==> config.mk <==
export PLATFORM = sky130hd
export DESIGN_NAME = gpu_core_flat
export DESIGN_NICKNAME = d
export VERILOG_FILES = /design/src/rtl/gpu_core_if.sv /design/src/rtl/gpu_core.sv /design/src/flat_wrapper.sv
export SDC_FILE = /design/constraint.sdc
export NUM_CORES = 1
export LEC_CHECK = 0
export BUFFER_PORTS_ARGS = -buffer_cell sky130_fd_sc_hd__buf_4
export CORE_ASPECT_RATIO = 2
export CORE_MARGIN = 5
export CORE_UTILIZATION = 58
export CTS_CLUSTER_SIZE = 16
export DETAILED_ROUTE_END_ITERATION = 16
export PLACE_DENSITY_LB_ADDON = 0.05
export SLEW_MARGIN = 20
export SYNTH_ARGS = -nofsm -noshare
export SYNTH_HDL_FRONTEND = slang
export SYNTH_SLANG_ARGS = --single-unit
==> constraint.sdc <==
create_clock -name clk -period 10.59 [get_ports clk]
set_input_delay 1.059 -clock clk [delete_from_list [all_inputs] [get_ports clk]]
set_output_delay 1.059 -clock clk [all_outputs]
set_load 0.01 [all_outputs]
==> src/rtl/gpu_core_if.sv <==
// Write-only APB-style command bus between the host and the rasterizer.
interface gpu_core_if;
  logic [31:0] pAddr_i;
  logic [31:0] pDataWrite_i;
  logic        pSel_i;
  logic        pEnable_i;
  logic        pWrite_i;
  logic        fifo_full_o;

  modport master (
    output pAddr_i, pDataWrite_i, pSel_i, pEnable_i, pWrite_i,
    input  fifo_full_o
  );

  modport slave (
    input  pAddr_i, pDataWrite_i, pSel_i, pEnable_i, pWrite_i,
    output fifo_full_o
  );
endinterface

==> src/rtl/gpu_core.sv <==
// Command-driven filled-square rasterizer: queues bus commands and writes
// clipped pixels, one per clock, into a double-buffered external SRAM.
module gpu_core #(
  parameter int WIDTH        = 640,
  parameter int HEIGHT       = 480,
  parameter int WIDTH_BITS   = 10,
  parameter int HEIGHT_BITS  = 9,
  parameter int CHANNEL_BITS = 8,
  parameter int FIFO_DEPTH   = 8
) (
  input  logic                                clk,
  input  logic                                n_rst,
  gpu_core_if.slave                           bus,
  output logic                                CE0_o,
  output logic                                CE1_o,
  output logic                                R_W_o,
  output logic                                OE_o,
  output logic                                LB_o,
  output logic                                UB_o,
  output logic                                ZZ_o,
  output logic                                SEM_o,
  output logic [3*CHANNEL_BITS-1:0]           rgbdataout_o,
  output logic [WIDTH_BITS+HEIGHT_BITS:0]     adddataout_o,
  output logic                                buffer_select_o
);

  localparam int PTR_BITS = $clog2(FIFO_DEPTH);
  localparam int CB       = WIDTH_BITS + 2;
  localparam logic [PTR_BITS:0]       FULL_COUNT = (PTR_BITS+1)'(FIFO_DEPTH);
  localparam logic signed [CB-1:0]    WIDTH_S    = CB'(WIDTH);
  localparam logic signed [CB-1:0]    HEIGHT_S   = CB'(HEIGHT);

  localparam logic [1:0] IDLE   = 2'd0;
  localparam logic [1:0] DECODE = 2'd1;
  localparam logic [1:0] FILL   = 2'd2;

  logic [31:0]         fifo_mem [FIFO_DEPTH];
  logic [PTR_BITS-1:0] wr_ptr, rd_ptr;
  logic [PTR_BITS:0]   count;
  logic                acc_q, acc_now, push_ok, pop;

  logic [1:0]                  state;
  logic [31:0]                 cmd_word;
  logic [WIDTH_BITS-1:0]       pos_x, size;
  logic [HEIGHT_BITS-1:0]      pos_y;
  logic [3*CHANNEL_BITS-1:0]   colour;
  logic signed [CB-1:0]        pos_xs, pos_ys, size_s;
  logic signed [CB-1:0]        cur_x, cur_y, x_lo, x_hi, y_hi;
  logic                        in_range;
  logic                        unused_ok;

  assign acc_now         = bus.pSel_i & bus.pWrite_i & bus.pEnable_i;
  assign bus.fifo_full_o = (count == FULL_COUNT);
  assign push_ok         = acc_now & ~acc_q & ~bus.fifo_full_o;
  assign pop             = (state == IDLE) && (count != '0);

  assign pos_xs = CB'(pos_x);
  assign pos_ys = CB'(pos_y);
  assign size_s = CB'(size);
  assign in_range = (cur_x >= 0) && (cur_x < WIDTH_S) && (cur_y >= 0) && (cur_y < HEIGHT_S);

  assign OE_o  = 1'b1;
  assign ZZ_o  = 1'b0;
  assign SEM_o = 1'b1;
  assign unused_ok = ^{bus.pAddr_i, cmd_word[27:24]};

  // A held access phase pushes once: only the rising edge of the access qualifies.
  always_ff @(posedge clk or posedge n_rst) begin
    if (n_rst) begin
      acc_q  <= 1'b0;
      wr_ptr <= '0;
      rd_ptr <= '0;
      count  <= '0;
    end else begin
      acc_q <= acc_now;
      if (push_ok) wr_ptr <= wr_ptr + 1'b1;
      if (pop)     rd_ptr <= rd_ptr + 1'b1;
      case ({push_ok, pop})
        2'b10:   count <= count + 1'b1;
        2'b01:   count <= count - 1'b1;
        default: count <= count;
      endcase
    end
  end

  always_ff @(posedge clk) begin
    if (push_ok) fifo_mem[wr_ptr] <= bus.pDataWrite_i;
  end

  always_ff @(posedge clk or posedge n_rst) begin
    if (n_rst) begin
      state           <= IDLE;
      cmd_word        <= '0;
      pos_x           <= '0;
      pos_y           <= '0;
      size            <= '0;
      colour          <= '0;
      buffer_select_o <= 1'b0;
      cur_x           <= '0;
      cur_y           <= '0;
      x_lo            <= '0;
      x_hi            <= '0;
      y_hi            <= '0;
    end else begin
      case (state)
        IDLE: begin
          if (pop) begin
            cmd_word <= fifo_mem[rd_ptr];
            state    <= DECODE;
          end
        end
        DECODE: begin
          state <= IDLE;
          case (cmd_word[31:28])
            4'h1: buffer_select_o <= ~buffer_select_o;
            4'h2: begin
              pos_x <= cmd_word[WIDTH_BITS-1:0];
              pos_y <= cmd_word[WIDTH_BITS+HEIGHT_BITS-1:WIDTH_BITS];
            end
            4'h3: size <= cmd_word[WIDTH_BITS-1:0];
            4'h7: begin
              colour <= cmd_word[3*CHANNEL_BITS-1:0];
              cur_x  <= pos_xs - size_s;
              cur_y  <= pos_ys - size_s;
              x_lo   <= pos_xs - size_s;
              x_hi   <= pos_xs + size_s;
              y_hi   <= pos_ys + size_s;
              state  <= FILL;
            end
            default: state <= IDLE;
          endcase
        end
        FILL: begin
          // Off-screen pixels still take their cycle so scan timing is fixed.
          if (cur_x == x_hi) begin
            cur_x <= x_lo;
            if (cur_y == y_hi) state <= IDLE;
            else               cur_y <= cur_y + 1'b1;
          end else begin
            cur_x <= cur_x + 1'b1;
          end
        end
        default: state <= IDLE;
      endcase
    end
  end

  always_ff @(posedge clk or posedge n_rst) begin
    if (n_rst) begin
      R_W_o        <= 1'b1;
      CE0_o        <= 1'b1;
      CE1_o        <= 1'b0;
      LB_o         <= 1'b1;
      UB_o         <= 1'b1;
      rgbdataout_o <= '0;
      adddataout_o <= '0;
    end else if (state == FILL && in_range) begin
      R_W_o        <= 1'b0;
      CE0_o        <= 1'b0;
      CE1_o        <= 1'b1;
      LB_o         <= 1'b0;
      UB_o         <= 1'b0;
      rgbdataout_o <= colour;
      adddataout_o <= {buffer_select_o, cur_y[HEIGHT_BITS-1:0], cur_x[WIDTH_BITS-1:0]};
    end else begin
      R_W_o <= 1'b1;
      CE0_o <= 1'b1;
      CE1_o <= 1'b0;
      LB_o  <= 1'b1;
      UB_o  <= 1'b1;
    end
  end

endmodule

==> src/flat_wrapper.sv <==
// flat-port wrapper written by rule: the top's interface ports become plain ports
module gpu_core_flat 
#(
  parameter int WIDTH        = 640,
  parameter int HEIGHT       = 480,
  parameter int WIDTH_BITS   = 10,
  parameter int HEIGHT_BITS  = 9,
  parameter int CHANNEL_BITS = 8,
  parameter int FIFO_DEPTH   = 8
)
  (clk, n_rst, CE0_o, CE1_o, R_W_o, OE_o, LB_o, UB_o, ZZ_o, SEM_o, rgbdataout_o, adddataout_o, buffer_select_o, bus_pAddr_i, bus_pDataWrite_i, bus_pSel_i, bus_pEnable_i, bus_pWrite_i, bus_fifo_full_o);
  gpu_core_if bus_i ();
  input  logic clk;
  input  logic n_rst;
  output logic CE0_o;
  output logic CE1_o;
  output logic R_W_o;
  output logic OE_o;
  output logic LB_o;
  output logic UB_o;
  output logic ZZ_o;
  output logic SEM_o;
  output logic [3*CHANNEL_BITS-1:0] rgbdataout_o;
  output logic [WIDTH_BITS+HEIGHT_BITS:0] adddataout_o;
  output logic buffer_select_o;
  input wire logic [$bits(bus_i.pAddr_i)-1:0] bus_pAddr_i;
  input wire logic [$bits(bus_i.pDataWrite_i)-1:0] bus_pDataWrite_i;
  input wire logic [$bits(bus_i.pSel_i)-1:0] bus_pSel_i;
  input wire logic [$bits(bus_i.pEnable_i)-1:0] bus_pEnable_i;
  input wire logic [$bits(bus_i.pWrite_i)-1:0] bus_pWrite_i;
  output wire logic [$bits(bus_i.fifo_full_o)-1:0] bus_fifo_full_o;
  assign bus_i.pAddr_i = bus_pAddr_i;
  assign bus_i.pDataWrite_i = bus_pDataWrite_i;
  assign bus_i.pSel_i = bus_pSel_i;
  assign bus_i.pEnable_i = bus_pEnable_i;
  assign bus_i.pWrite_i = bus_pWrite_i;
  assign bus_fifo_full_o = bus_i.fifo_full_o;
  gpu_core #(.WIDTH(WIDTH), .HEIGHT(HEIGHT), .WIDTH_BITS(WIDTH_BITS), .HEIGHT_BITS(HEIGHT_BITS), .CHANNEL_BITS(CHANNEL_BITS), .FIFO_DEPTH(FIFO_DEPTH)) u_core (.clk(clk), .n_rst(n_rst), .bus(bus_i), .CE0_o(CE0_o), .CE1_o(CE1_o), .R_W_o(R_W_o), .OE_o(OE_o), .LB_o(LB_o), .UB_o(UB_o), .ZZ_o(ZZ_o), .SEM_o(SEM_o), .rgbdataout_o(rgbdataout_o), .adddataout_o(adddataout_o), .buffer_select_o(buffer_select_o));
endmodule
---- Word-level counts from Yosys, hierarchy flattened ----
Memory sizes are Yosys's and may differ from the RTL's. A register that Yosys moved wholly into a read port is not among the register bits.
Cells that the tools add are included.
cells by class
  $add $sub $neg .......................... 10
  magnitude comparators ................... 4
  equality and inequality tests ........... 16
  muxes and demuxes ....................... 17
  bitwise logic cells ..................... 7
  reduce and logical (&&, ||, !) cells .... 17
operators with widths
  cell                                                                count
  2-to-1 mux 12 bit                                                   5
  one-hot mux 12 bit (2 select lines)                                 2
  adder 12 x 1 -> 12 bit, second input constant                       2
  equality test 12 bit                                                2
  greater-or-equal comparator 12 x 1 -> 1 bit, second input constant  2
  < comparator 12 x 10 -> 1 bit, second input constant                1
  < comparator 12 x 11 -> 1 bit, second input constant                1
  AND reduction 2 bit                                                 6
  adder 10 x 10 -> 11 bit                                             1
  adder 9 x 10 -> 11 bit                                              1
  subtractor 10 x 10 -> 11 bit                                        1
  subtractor 9 x 10 -> 11 bit                                         1
  equality test 4 x 2 -> 1 bit, second input constant                 2
  2-to-1 mux 2 bit                                                    4
  inequality test 2 x 1 -> 1 bit, second input constant               4
  one-hot mux 4 bit (2 select lines)                                  1
  adder 3 x 1 -> 3 bit, second input constant                         2
  one-hot mux 2 bit (3 select lines)                                  1
  logical AND 1 bit                                                   5
  adder 4 x 1 -> 4 bit, second input constant                         1
  bitwise AND 1 bit                                                   4
  equality test 2 x 1 -> 1 bit, second input constant                 2
  equality test 2 bit, second input constant                          2
  equality test 4 x 1 -> 1 bit, second input constant                 1
  11 further kinds                                                    17
storage, ports and cells
  bits in registers ....................... 173
  bits in writable memories ............... 256
  input bits .............................. 69
  memories ................................ 1
memories
  name             depth  bits a word  read ports  clocked after memory_dff  write ports  line            RTL
  u_core.fifo_mem  8      32           1           1                         1            gpu_core.sv:37  logic [31:0] fifo_mem [FIFO_DEPTH];

---- Longest topological paths before layout ----
  depth in word-level cells ............... 6
  gate-level depth with buffers ........... 12
  depth with buffers taken out ............ 10

---- Least setup slack after synthesis ----
OpenSTA, ideal clock, no wires.
  kind .................................... input to register
  start ................................... input port bus_pEnable_i
  end ..................................... memory u_core.fifo_mem[4][0], enable pin
  arrival time ............................ 3.862 ns
  required time ........................... 10.142 ns
  path slack .............................. 6.280 ns
  cell stages on the path ................. 4
  buffers on the path ..................... 0
  cell sequence ........................... and3_1 -> nor3b_1 -> nand2_1 -> nor3_1
between the ends
  longest elaborated chain between the ends .. 5
RTL lines
  element                                 line                RTL
  from (decl)                             flat_wrapper.sv:29  input wire logic [$bits(bus_i.pEnable_i)-1:0] bus_pEnable_i;
  bitwise AND 1 bit                       gpu_core.sv:52      assign acc_now = bus.pSel_i & bus.pWrite_i & bus.pEnable_i;
  bitwise AND 1 bit (2 in series)         gpu_core.sv:54      assign push_ok = acc_now & ~acc_q & ~bus.fifo_full_o;
  2-to-1 mux 1 bit                        gpu_core.sv:87      if (push_ok) fifo_mem[wr_ptr] <= bus.pDataWrite_i;
  2-to-1 mux 1 bit (implied by the code)  gpu_core.sv:87
  to (decl)                               gpu_core.sv:37
No other way between the ends.

---- Worst setup path after layout ----
  start ................................... register u_core.count[1]
  end ..................................... register u_core.count[2]
between the ends
  elaborated cells on any way between the ends .. 11
RTL lines
  element                                                                          line            RTL
  from (decl)                                                                      gpu_core.sv:39  logic [PTR_BITS:0] count;
  from (signal assigned)                                                           gpu_core.sv:79  2'b10: count <= count + 1'b1;
  from (signal assigned)                                                           gpu_core.sv:80  2'b01: count <= count - 1'b1;
  from (signal assigned)                                                           gpu_core.sv:81  default: count <= count;
  nonzero test 4 bit *                                                             gpu_core.sv:55  assign pop = (state == IDLE) && (count != '0);
  logical AND 1 bit *                                                              gpu_core.sv:55
  named net u_core.pop                                                             gpu_core.sv:40  logic acc_q, acc_now, push_ok, pop;
  equality test 2 x 1 -> 1 bit / equality test 2 bit (equally long branches)       gpu_core.sv:78  case ({push_ok, pop})
  one-hot mux 4 bit (2 select lines) / nonzero test 2 bit (equally long branches)  --
Mark *: on every way through the listed nets, which the timed path passes. The rest lies on a longest branch.
A chain may end at the register's enable or synchronous reset.

==> results.cfg <==
[status]
run_status = finished, final reports clean

[synth]
syn_inst = 1420
syn_avg_cell_area_um2 = 13.0
synth_edf_count = 224
yosys_warnings = 0
ys_seq_elements = 421
async_flop_share = 0.468
ys.flop_type = edfxtp_1
syn_area_um2 = 18500
ys_types = 68
yosysSeqAreaShare = 0.632

[setup_path]
r2r_setup_slack_ns = 7.38
r2r_cells = 11
endpoint_kind = flip-flop
reg2reg_from = u_core.count[1]
slowest_stage = nor4_1
required_ns = 11.00
cp_max_fo = 60
r2r_end = u_core.count[2]
worstSetupPathType = reg2reg
crit_top_cell = xor2_1
worst_path_largest_cell_delay_ns = 0.61
worstPathCellList = nor4_1 > or3_2 > buf_4 > inv_1 > ha_1 > xor2_1 > ha_1 > a21oi_1 > xor2_1 > nor2_1 > xor2_1
startpoint_type = flip-flop
cp.arrival_ns = 3.62

[cells_and_area]
area_growth_pct = 12.4
layout-drive-gt1-share = 0.179
nets = 1608
n_antenna_cell = 0
fin_area_um2 = 20700
final_core_util = 0.657

[pwr]
power_frac_clock = 0.238
combPwrFrac = 0.348
p_int_w = 0.00384
seqPwrFrac = 0.414
swShare = 0.343
p_leak_nw = 8.73
peakVddDrop_v = 0.000165
p_switching_w = 0.00200
powerDensity_nw_per_um2 = 282

[grt]
grt_usage = 0.225
grt_pass1_wl_mm = 61.9
grt_pass1_vias = 11135
antenna_found_initial = 0
grt_max_degree = 125
grt-ovfl-total = 0

[timing]
final.period_utilization = 0.303
worst_hold_slack_ns = 0.468
hold_violations = 0
worstMarginPinSlew_ns = 0.993
tns_ns = 0
max_freq_mhz = 311
fin_ws_ns = 7.38
slew_headroom = 0.336
fin_crit_ns = 3.21
setup_viol = 0
slew_viol_final = 0
rsz0062_at_grt = no
skew_ns = 0.0110

[detailed_routing]
routed.top_layer = met4
drt-met1-wl_mm = 14.1
vias = 10859
vias_per_cell = 5.60
drc = 0
wl_per_cell_um = 20.2
final_antenna_net_count = 0
drtIter0Drc = 490
wl_met2_mm = 22.1
wl_mm = 39.1
drtPass1Iterations = 5
dr_wl_met3_mm = 1.10

[worst_hold_path]
min_to = u_core.rgbdataout_o[21]
min_path_type = reg2reg
worstHoldPathCells = 2
min_from = u_core.colour[21]

[die]
fp.dieH_um = 262
die_x_um = 136
dieArea_um2 = 35700
ios = 123
initial_core_util = 0.585
rows = 92
coreArea_um2 = 31500

[placement]
placed_area_um2 = 19500
dpl.hpwl_mm = 26.0
place.gp.congestion = 0.891
buffer_ports.inserted = 83
place_ws_ns = 7.26

[clocking]
numCtsBuffers = 38
clk_latency_ns = 0.53
clock-sinks = 421
cts_tree = yes
cts_max_level = 2
cts_resized = 0
clk_path_buf_depth = 3
cts_root_buf = clkbuf_16
post-cts-setup-buffers = 0
hold_buffers = 0
path_clk_slew_ns = 0.06

[flow_run]
maxCapViolCount = 0
==> per-stage QoR <==
step / cells / power, W
floorplan: 1421 / 0.00389
global placement: 1871 / 0.00445
detailed placement: 1871 / 0.00450
CTS: 1940 / 0.00590
global route: 1940 / 0.00622
finish: 1940 / 0.00584
==> layout make-up <==
class,instances,area (um2)
sequential,421,11700
fill,2445,10800
multi-input combinational,883,6340
clock buffer,55,1080
timing repair buffer,104,781
tap,423,529
clock inverter,14,185
inverter,40,158
==> critical path, delay by kind of cell (launching register included) <==
| kind | cells | cell delay, ns |
|---|---|---|
| buf+inv | 2 | 0.63 |
| fa+ha+maj | 2 | 0.50 |
| compound gates | 1 | 0.14 |
| flops | 1 | 0.46 |
| xor+xnor | 3 | 0.46 |
| simple gates | 3 | 0.90 |
==> metal layers <==
metal / vias to the layer above / GRT usage
met3: 83 / 0.0274
met1: 5406 / 0.247
met2: 186 / 0.421
li1: 5184 / -
met5: - / 0
met4: 0 / 0.104
==> how the worst max path moves through the flow <==
| stage | startpoint | to | slack, ns | cells after the start |
|---|---|---|---|---|
| 4_1_cts | u_core.count[1] | u_core.count[2] | 7.29 | 11 |
| 2_1_floorplan | n_rst | u_core.CE1_o | 4.16 | 1 |
| 3_3_place_gp | bus_pEnable_i | u_core.count[2] | 7.29 | 11 |
| 6_report | u_core.count[1] | u_core.count[2] | 7.38 | 11 |
| 5_1_grt | u_core.count[1] | u_core.count[3] | 7.14 | 9 |
| 3_5_place_dp | bus_pEnable_i | u_core.count[2] | 7.26 | 11 |
==> cell usage in the layout (no fill, tap or decap), types with 7 or more instances in the layout <==
cell / instances
nand2_1: 292
edfxtp_1: 224
dfrtp_1: 194
buf_4: 104
o21ai_0: 88
mux4_2: 56
nor2_1: 53
ha_1: 47
mux2i_1: 39
clkbuf_16: 39
inv_1: 38
a21oi_1: 35
xor2_1: 35
mux2_2: 34
xnor2_1: 20
nand3_1: 15
nand2b_1: 15
nor2b_1: 13
clkbuf_1: 12
nor3_1: 11
and3_1: 9
a31oi_1: 8
or3_1: 7
a21o_1: 7
==> state kept, by name (all words and copies together) (netlist names), 11 cells and up <==
| signal | cells |
|---|---|
| u_core.y_hi | 11 |
| u_core.x_hi | 11 |
| u_core.cur_x | 12 |
| u_core.adddataout_o | 20 |
| u_core.fifo_mem | 224 |
| u_core.cmd_word | 28 |
| u_core.cur_y | 12 |
| u_core.colour | 24 |
| u_core.rgbdataout_o | 24 |
==> cell usage after synthesis (all sizes together) (14+ instances only) <==
master,count,share of area
nand2,292,0.059
nor2,59,0.012
o21ai,89,0.024
edfxtp,224,0.36
xor2,35,0.017
inv,40,0.0081
xnor2,20,0.0095
a21oi,36,0.010
mux2i,39,0.021
nand3,16,0.0046
nor2b,14,0.0047
buf,23,0.0071
dfrtp,196,0.27
mux4,56,0.068
mux2,35,0.022
clkbuf,54,0.011
ha,47,0.032
nand2b,16,0.0058
==> power by group through the flow <==
stage                     logic (W)  registers, W  clock network, W
after global placement      0.00202       0.00243                 0
after global routing        0.00227       0.00246           0.00149
after floorplan             0.00154       0.00234                 0
final                       0.00203       0.00242           0.00139
after CTS                   0.00206       0.00242           0.00142
after detailed placement    0.00205       0.00245                 0
==> cell families after synthesis <==
| group | count (synthesis) | synth area share |
|---|---|---|
| simple gates | 455 | 0.107 |
| flops | 421 | 0.632 |
| xor+xnor | 55 | 0.0261 |
| other cells | 2 | 0.000407 |
| mux | 130 | 0.111 |
| compound gates | 189 | 0.0609 |
| fa+ha+maj | 51 | 0.0362 |
| buf+inv | 117 | 0.0262 |
No activity file was read; power rests on OpenSTA's default activity.
